File: src/rtl/regfile_wb_arbiter_pkg.sv
`default_nettype none
// ============================================================================
// Module  : regfile_wb_arbiter_pkg
// Brief   : Shared widths and the write-back request record.
// Revision: 1.0
// ============================================================================
package regfile_wb_arbiter_pkg;

    localparam int XLEN       = 32;
    localparam int REG_ADDR_W = 5;
    localparam int NUM_REGS   = 1 << REG_ADDR_W;

    typedef struct packed {
        logic [REG_ADDR_W-1:0] rd;
        logic [XLEN-1:0]       data;
    } wb_req_t;

endpackage
`default_nettype wire

File: src/rtl/regfile_wb_arbiter_if.sv
`default_nettype none
// ============================================================================
// Module  : regfile_wb_arbiter_if
// Brief   : Execute/memory-side result buses, decode hazard query, regfile write port.
// Revision: 1.0
// ============================================================================
interface regfile_wb_arbiter_if;
    import regfile_wb_arbiter_pkg::*;

    logic                  alu_valid_i;
    logic [REG_ADDR_W-1:0] alu_rd_i;
    logic [XLEN-1:0]       alu_data_i;
    logic                  ll_valid_i;
    logic                  ll_ready_o;
    logic [REG_ADDR_W-1:0] ll_rd_i;
    logic [XLEN-1:0]       ll_data_i;
    logic                  issue_valid_i;
    logic [REG_ADDR_W-1:0] issue_rd_i;
    logic [REG_ADDR_W-1:0] rs1_id_i;
    logic [REG_ADDR_W-1:0] rs2_id_i;
    logic                  hazard_o;
    logic                  alu_stall_o;
    logic                  w_en;
    logic [REG_ADDR_W-1:0] rd_id_o;
    logic [XLEN-1:0]       rd_write_data_o;

    modport master (
        output alu_valid_i, alu_rd_i, alu_data_i,
        output ll_valid_i, ll_rd_i, ll_data_i,
        output issue_valid_i, issue_rd_i, rs1_id_i, rs2_id_i,
        input  ll_ready_o, hazard_o, alu_stall_o,
        input  w_en, rd_id_o, rd_write_data_o
    );

    modport slave (
        input  alu_valid_i, alu_rd_i, alu_data_i,
        input  ll_valid_i, ll_rd_i, ll_data_i,
        input  issue_valid_i, issue_rd_i, rs1_id_i, rs2_id_i,
        output ll_ready_o, hazard_o, alu_stall_o,
        output w_en, rd_id_o, rd_write_data_o
    );

endinterface
`default_nettype wire

File: src/rtl/regfile_wb_arbiter_wb_fifo.sv
`default_nettype none
// ============================================================================
// Module  : wb_fifo
// Brief   : Synchronous FIFO of write-back requests for long-latency results.
// Revision: 1.0
// ============================================================================
module wb_fifo
    import regfile_wb_arbiter_pkg::*;
#(
    parameter int DEPTH = 2
) (
    input  wire logic    clk,
    input  wire logic    rst_n,
    input  wire logic    i_push,
    input  wire wb_req_t i_wdata,
    input  wire logic    i_pop,
    output wb_req_t      o_rdata,
    output logic         o_full,
    output logic         o_empty
);

    localparam int c_AW = $clog2(DEPTH);
    localparam int c_CW = c_AW + 1;

    wb_req_t          r_mem [DEPTH];
    logic [c_AW-1:0]  r_wr_ptr;
    logic [c_AW-1:0]  r_rd_ptr;
    logic [c_CW-1:0]  r_count;
    logic             w_push_ok;
    logic             w_pop_ok;

    assign o_full    = (r_count == c_CW'(DEPTH));
    assign o_empty   = (r_count == '0);
    assign o_rdata   = r_mem[r_rd_ptr];
    assign w_push_ok = i_push && !o_full;
    assign w_pop_ok  = i_pop && !o_empty;

    // Storage needs no reset: an empty count makes stale entries unreachable.
    always_ff @(posedge clk) begin
        if (w_push_ok) begin
            r_mem[r_wr_ptr] <= i_wdata;
        end
    end

    always_ff @(posedge clk or negedge rst_n) begin
        if (!rst_n) begin
            r_wr_ptr <= '0;
            r_rd_ptr <= '0;
            r_count  <= '0;
        end else begin
            if (w_push_ok) begin
                r_wr_ptr <= r_wr_ptr + c_AW'(1);
            end
            if (w_pop_ok) begin
                r_rd_ptr <= r_rd_ptr + c_AW'(1);
            end
            case ({w_push_ok, w_pop_ok})
                2'b10:   r_count <= r_count + c_CW'(1);
                2'b01:   r_count <= r_count - c_CW'(1);
                default: r_count <= r_count;
            endcase
        end
    end

endmodule
`default_nettype wire

File: src/rtl/regfile_wb_arbiter.sv
`default_nettype none
// ============================================================================
// Module  : regfile_wb_arbiter
// Brief   : Merges ALU and long-latency results into one registered regfile
//           write stream; tracks pending long-latency writes for RAW stalls.
// Revision: 1.0
// ============================================================================
module regfile_wb_arbiter
    import regfile_wb_arbiter_pkg::*;
#(
    parameter int FIFO_DEPTH = 2,
    parameter int STARVE_MAX = 8
) (
    input  wire logic            clk,
    input  wire logic            rst_n,
    regfile_wb_arbiter_if.slave  bus
);

    localparam int c_SCW = $clog2(STARVE_MAX) + 1;

    wb_req_t               w_head;
    wb_req_t               w_sel;
    logic                  w_full;
    logic                  w_empty;
    logic                  w_push;
    logic                  w_pop;
    logic                  w_sel_valid;
    logic                  w_stall;
    logic [NUM_REGS-1:0]   w_pending_nxt;
    logic [NUM_REGS-1:0]   r_pending;
    logic [c_SCW-1:0]      r_starve_cnt;
    logic                  r_w_en;
    logic [REG_ADDR_W-1:0] r_rd;
    logic [XLEN-1:0]       r_data;

    assign w_push = bus.ll_valid_i && !w_full;

    wb_fifo #(
        .DEPTH (FIFO_DEPTH)
    ) u_fifo (
        .clk     (clk),
        .rst_n   (rst_n),
        .i_push  (w_push),
        .i_wdata ({bus.ll_rd_i, bus.ll_data_i}),
        .i_pop   (w_pop),
        .o_rdata (w_head),
        .o_full  (w_full),
        .o_empty (w_empty)
    );

    assign w_stall = (r_starve_cnt == c_SCW'(STARVE_MAX - 1)) && !w_empty;

    always_comb begin
        w_pop       = 1'b0;
        w_sel_valid = 1'b0;
        w_sel       = {bus.alu_rd_i, bus.alu_data_i};
        if (w_stall) begin
            w_pop       = 1'b1;
            w_sel_valid = 1'b1;
            w_sel       = w_head;
        end else if (bus.alu_valid_i) begin
            w_sel_valid = 1'b1;
        end else if (!w_empty) begin
            w_pop       = 1'b1;
            w_sel_valid = 1'b1;
            w_sel       = w_head;
        end
    end

    // The stall forces a pop, so the counter never passes STARVE_MAX-1.
    always_ff @(posedge clk or negedge rst_n) begin
        if (!rst_n) begin
            r_starve_cnt <= '0;
        end else if (w_empty || w_pop) begin
            r_starve_cnt <= '0;
        end else begin
            r_starve_cnt <= r_starve_cnt + c_SCW'(1);
        end
    end

    // Clear first so a same-cycle issue to the popped register stays pending.
    always_comb begin
        w_pending_nxt = r_pending;
        if (w_pop && (w_head.rd != '0)) begin
            w_pending_nxt[w_head.rd] = 1'b0;
        end
        if (bus.issue_valid_i && (bus.issue_rd_i != '0)) begin
            w_pending_nxt[bus.issue_rd_i] = 1'b1;
        end
    end

    always_ff @(posedge clk or negedge rst_n) begin
        if (!rst_n) begin
            r_pending <= '0;
        end else begin
            r_pending <= w_pending_nxt;
        end
    end

    always_ff @(posedge clk or negedge rst_n) begin
        if (!rst_n) begin
            r_w_en <= 1'b0;
            r_rd   <= '0;
            r_data <= '0;
        end else begin
            r_w_en <= w_sel_valid && (w_sel.rd != '0);
            if (w_sel_valid) begin
                r_rd   <= w_sel.rd;
                r_data <= w_sel.data;
            end
        end
    end

    assign bus.ll_ready_o      = !w_full;
    assign bus.alu_stall_o     = w_stall;
    assign bus.hazard_o        = r_pending[bus.rs1_id_i] | r_pending[bus.rs2_id_i];
    assign bus.w_en            = r_w_en;
    assign bus.rd_id_o         = r_rd;
    assign bus.rd_write_data_o = r_data;

endmodule
`default_nettype wire
File: src/flat_wrapper.sv
// flat-port wrapper written by rule: the top's interface ports become plain ports
module regfile_wb_arbiter_flat import regfile_wb_arbiter_pkg::*;
#(
    parameter int FIFO_DEPTH = 2,
    parameter int STARVE_MAX = 8
)
  (clk, rst_n, bus_alu_valid_i, bus_alu_rd_i, bus_alu_data_i, bus_ll_valid_i, bus_ll_rd_i, bus_ll_data_i, bus_issue_valid_i, bus_issue_rd_i, bus_rs1_id_i, bus_rs2_id_i, bus_ll_ready_o, bus_hazard_o, bus_alu_stall_o, bus_w_en, bus_rd_id_o, bus_rd_write_data_o);
  regfile_wb_arbiter_if bus_i ();
  input  wire logic clk;
  input  wire logic rst_n;
  input wire logic [$bits(bus_i.alu_valid_i)-1:0] bus_alu_valid_i;
  input wire logic [$bits(bus_i.alu_rd_i)-1:0] bus_alu_rd_i;
  input wire logic [$bits(bus_i.alu_data_i)-1:0] bus_alu_data_i;
  input wire logic [$bits(bus_i.ll_valid_i)-1:0] bus_ll_valid_i;
  input wire logic [$bits(bus_i.ll_rd_i)-1:0] bus_ll_rd_i;
  input wire logic [$bits(bus_i.ll_data_i)-1:0] bus_ll_data_i;
  input wire logic [$bits(bus_i.issue_valid_i)-1:0] bus_issue_valid_i;
  input wire logic [$bits(bus_i.issue_rd_i)-1:0] bus_issue_rd_i;
  input wire logic [$bits(bus_i.rs1_id_i)-1:0] bus_rs1_id_i;
  input wire logic [$bits(bus_i.rs2_id_i)-1:0] bus_rs2_id_i;
  output wire logic [$bits(bus_i.ll_ready_o)-1:0] bus_ll_ready_o;
  output wire logic [$bits(bus_i.hazard_o)-1:0] bus_hazard_o;
  output wire logic [$bits(bus_i.alu_stall_o)-1:0] bus_alu_stall_o;
  output wire logic [$bits(bus_i.w_en)-1:0] bus_w_en;
  output wire logic [$bits(bus_i.rd_id_o)-1:0] bus_rd_id_o;
  output wire logic [$bits(bus_i.rd_write_data_o)-1:0] bus_rd_write_data_o;
  assign bus_i.alu_valid_i = bus_alu_valid_i;
  assign bus_i.alu_rd_i = bus_alu_rd_i;
  assign bus_i.alu_data_i = bus_alu_data_i;
  assign bus_i.ll_valid_i = bus_ll_valid_i;
  assign bus_i.ll_rd_i = bus_ll_rd_i;
  assign bus_i.ll_data_i = bus_ll_data_i;
  assign bus_i.issue_valid_i = bus_issue_valid_i;
  assign bus_i.issue_rd_i = bus_issue_rd_i;
  assign bus_i.rs1_id_i = bus_rs1_id_i;
  assign bus_i.rs2_id_i = bus_rs2_id_i;
  assign bus_ll_ready_o = bus_i.ll_ready_o;
  assign bus_hazard_o = bus_i.hazard_o;
  assign bus_alu_stall_o = bus_i.alu_stall_o;
  assign bus_w_en = bus_i.w_en;
  assign bus_rd_id_o = bus_i.rd_id_o;
  assign bus_rd_write_data_o = bus_i.rd_write_data_o;
  regfile_wb_arbiter #(.FIFO_DEPTH(FIFO_DEPTH), .STARVE_MAX(STARVE_MAX)) u_core (.clk(clk), .rst_n(rst_n), .bus(bus_i));
endmodule
File: config.mk
export PLATFORM = sky130hd
export DESIGN_NAME = regfile_wb_arbiter_flat
export DESIGN_NICKNAME = d
export VERILOG_FILES = /design/src/rtl/regfile_wb_arbiter_pkg.sv /design/src/rtl/regfile_wb_arbiter_if.sv /design/src/rtl/regfile_wb_arbiter_wb_fifo.sv /design/src/rtl/regfile_wb_arbiter.sv /design/src/flat_wrapper.sv
export SDC_FILE = /design/constraint.sdc
export NUM_CORES = 1
export LEC_CHECK = 0
export CAP_MARGIN = 10
export CELL_PAD_IN_SITES_DETAIL_PLACEMENT = 0
export CELL_PAD_IN_SITES_GLOBAL_PLACEMENT = 2
export CORE_MARGIN = 2
export CORE_UTILIZATION = 35
export CTS_CLUSTER_SIZE = 25
export DETAILED_ROUTE_END_ITERATION = 10
export PLACE_DENSITY_LB_ADDON = 0.1
export SLEW_MARGIN = 25
export SYNTH_ARGS = -nofsm -noshare
export SYNTH_HDL_FRONTEND = slang
export SYNTH_SLANG_ARGS = --single-unit
export TNS_END_PERCENT = 50
File: constraint.sdc
create_clock -name clk -period 6.92 [get_ports clk]
set_clock_uncertainty 0.2 [all_clocks]
set_input_delay 1.73 -clock clk [delete_from_list [all_inputs] [get_ports clk]]
set_output_delay 1.73 -clock clk [all_outputs]
set_load 0.02 [all_outputs]
==> flow_summary.ini <==
[yosys]
post_synth_mux_area_share = 0.114
synth-compound-area-share = 0.129
synth_enable_flop_cells = 74
largest_family_of_logic_cells_by_synthesized_area = compound AO/OA/AOI/OAI gates
asyncSetResetFlopFracSynth = 0.513
synth.ff_latch_count = 152
post-synth-top-area-fraction = 0.325
synth_nets = 654
portion_of_the_post_synthesis_area_used_by_sequential_elements = 0.611
synthesis.instances = 558
synth_largest_area_cell = edfxtp_1
synth_fa_ha_area_frac = 0.00366
synth-simple-area-share = 0.102
netlist-cell-type-count = 54
yosys_most_used_dff = dfrtp_1
synthesis_warning_total = 0
synth_area_leaders = edfxtp_1 33%, dfrtp_1 29%, mux2i_1 5.7%
syn_area_per_cell_sq_um = 12.2
synth_xor_area_frac = 0.00897
mappedNetlistArea_sq_um = 6830

[clocking]
hold_buffers = 0
clockBufferDepth = 2
worst_setup_hold_path_clk_slew_ps = 60
postCtsResizedCells = 0
insertion_delay_ps = 420
post-cts-setup-buffers = 0
cts_buffers = 17
cts-root-buf = clkbuf_16
cts_tree = yes
cts_max_level = 4
numClockSinks = 152

[worst_setup_path]
worst-endpoint-arrival_ps = 4260
worst-r2r-setup-slack_ps = 3890
cp.required_ps = 4990
critPathKind = input pin to output port
r2r.worst_path.cells = 6
crit-reg2reg-capture = u_core.r_pending[23]
crit_path_max_incr_delay_ps = 820
worst_setup_path_end_kind = output port
reg_to_reg_start = u_core.u_fifo.r_rd_ptr
critical_path.max_fanout = 13
worstPathCellList = clkdlybuf4s50_1 -> mux4_1 -> nand3b_1 -> nand4_1 -> a311oi_1 -> nand4_1 -> clkdlybuf4s50_1
gate_family_responsible_for_the_most_delay_along_the_worst_path = buffers and inverters
crit_path_top_delay_cell = clkdlybuf4s50_1
path_buf_inv = 2
worst_setup_path_start_kind = input pin

[global_routing]
global_route.usage.total = 0.182
grt_pass1_vias = 4990
global_route.usage.met3 = 0.0580
grt-busiest-layer = met2
grt.met1_usage = 0.231
antenna_found_initial = 0
groute.layer.met2.usage = 0.291
gr-total-overflow = 0
maximum_number_of_pins_on_one_net_before_global_route_repair = 76
grt_pass1_wl_mm = 28.0

[die]
die_area_sq_um = 20700
num_rows = 51
initial_utilization = 0.353
floorplan.core_area_sq_um = 19300
die_width_um = 144
ios = 135
dieHeight_um = 144

[power]
clock_power_share = 0.242
swShare = 0.364
power_frac_seq = 0.409
power_dissipated_by_switching_net_loads_mw = 1.36
power_leakage_nw = 3.34
cell_internal_pwr_mw = 2.37
power.density_cell_area_nw_per_um2 = 416
comb_power_share = 0.349
peakVddDrop_mv = 0.195

[sta]
grt_setup_unrepaired = no
timing_worst_slew_pin_value_ps = 857
final_hold_viol_count = 0
setup_viol_count_final = 0
setup_slack_ps = 734
timing_max_transition_violations_final = 0
final_period_minus_worst_setup_slack_ps = 6190
final_min_period_over_clock_period = 0.894
fmax_mhz = 162
timing.setup.tns_ps = 0
max_slew_margin = 0.428

[drt]
drt_pass1_iterations = 6
drt.antenna.violating_nets = 0
route.final.wire_length_mm = 18.1
routed-via-count = 4915
detailedRoute.firstIterationViolations = 282
route.detailed.drc = 0
detail_route.vias_per_cell = 5.09
route.detailed.wl_per_inst_um = 18.7

[cells_and_area]
post-route-cell-area_sq_um = 8980
diodes = 0
signed_area_change_from_the_synthesized_netlist_to_the_final_layout_pct = 31.4
layoutNonFillerInstCount = 965
utilization = 0.464
layout-drive-gt1-share = 0.0943
final_net_count = 783

[min_path]
hold_path_startpoint = u_core.r_pending[0]
worst_hold_path_type = flip-flop to flip-flop
number_of_instances_on_the_worst_hold_path = 0
whs_endpoint = u_core.r_pending[0]

[placed_design]
post-place-cells = 932
preCtsSetupSlack_ps = 735
dpl-instance-area_sq_um = 8380
port-buffer-count = 134
detailedPlacementHpwl_mm = 12.5
place_congestion = 0.894

[job]
cap_viol_max_count = 0

[outcome]
outcome = completed
## layer usage
metal  part of all wire  up-vias
met3              0.061       29
met2               0.48      147
li1                   -     2327
met4              0.025        0
met5                  0        -
met1               0.43     2412
## through the flow
step / total power [mW] / hold WS [ps]
2_1_floorplan: 2.28 / 238
3_3_place_gp: 2.82 / 230
3_5_place_dp: 2.84 / 218
4_1_cts: 3.76 / 234
5_1_grt: 3.95 / 242
6_report: 3.73 / 227
## cells in the mapped netlist, types with 2 or more instances
cell      instances
buf_6             6
o31ai_1          24
nand4_1           4
nand3_1           8
mux2i_4           2
nor2b_1           7
buf_2             7
and3_1            3
o21ai_1           2
xor2_1            2
mux2_2            4
a21oi_1          43
a21o_1            2
and2b_2           2
mux4_2            4
edfxtp_1         74
nand3b_1          3
xnor2_1           5
inv_1             4
buf_1             2
nand2_1          55
o21ai_0          69
nand2b_1          4
ha_1              2
a311oi_1          2
mux2i_1          39
clkbuf_1         11
a211oi_1          2
nor2_1           46
buf_4             4
dfrtp_1          78
nor3_1           11
mux4_1            6
## kinds of logic (layout without fill, tap and decap cells)
family | count (synthesis) | in the layout
compound gates | 152 | 152
xor+xnor | 7 | 7
fa+ha+maj | 2 | 2
buf+inv | 36 | 178
flops | 152 | 152
mux | 58 | 58
simple gates | 151 | 151
## state kept, by name, summed over array words and instances, names as in the netlist
register	cells
u_core.u_fifo.r_wr_ptr	1
u_core.u_fifo.r_mem	74
u_core.r_starve_cnt	4
u_core.r_pending	32
u_core.u_fifo.r_rd_ptr	1
u_core.bus.rd_write_data_o	32
u_core.u_fifo.r_count	2
u_core.bus.w_en	1
u_core.bus.rd_id_o	5
## layout make-up
type | count | area, sq um
well taps | 265 | 332
repair buffers | 141 | 1420
clock inverters | 15 | 144
flip-flops and latches | 152 | 4180
multi-input cells | 370 | 2460
inverters | 5 | 23.8
fillers | 1767 | 10400
clock buffers | 17 | 425
## cells in the final DEF, fill, tap and decap left out, drive strengths merged, types with 7 or more instances in the layout
master	synthesis	layout
mux2i	42	42
clkinv	0	8
buf	19	8
o31ai	24	24
nand2	55	55
mux4	11	11
edfxtp	74	74
nor2b	7	7
nor3	12	12
a21oi	44	44
nand3	8	8
clkbuf	12	17
nor2	47	47
dfrtp	78	78
clkdlybuf4s50	0	133
inv	5	10
o21ai	72	72
## power groups by stage
| stage | combinational, mW | sequential (mW) | clock (mW) |
|---|---|---|---|
| 6_report | 1.30 | 1.53 | 0.904 |
| 5_1_grt | 1.43 | 1.56 | 0.958 |
| 4_1_cts | 1.31 | 1.53 | 0.919 |
| 3_5_place_dp | 1.30 | 1.54 | 0 |
| 3_3_place_gp | 1.29 | 1.53 | 0 |
| 2_1_floorplan | 0.716 | 1.57 | 0 |
## worst max-delay path by stage
stage	from	to	slack, ps	cells after the start
CTS	bus_rs2_id_i[2]	bus_hazard_o	730	7
floorplan	bus_rs1_id_i[0]	bus_hazard_o	2000	6
global route	bus_rs2_id_i[2]	bus_hazard_o	570	7
global placement	bus_rs2_id_i[2]	bus_hazard_o	740	7
finish	bus_rs2_id_i[2]	bus_hazard_o	730	7
detailed placement	bus_rs2_id_i[2]	bus_hazard_o	730	7
(Power assumes the default switching activity.)
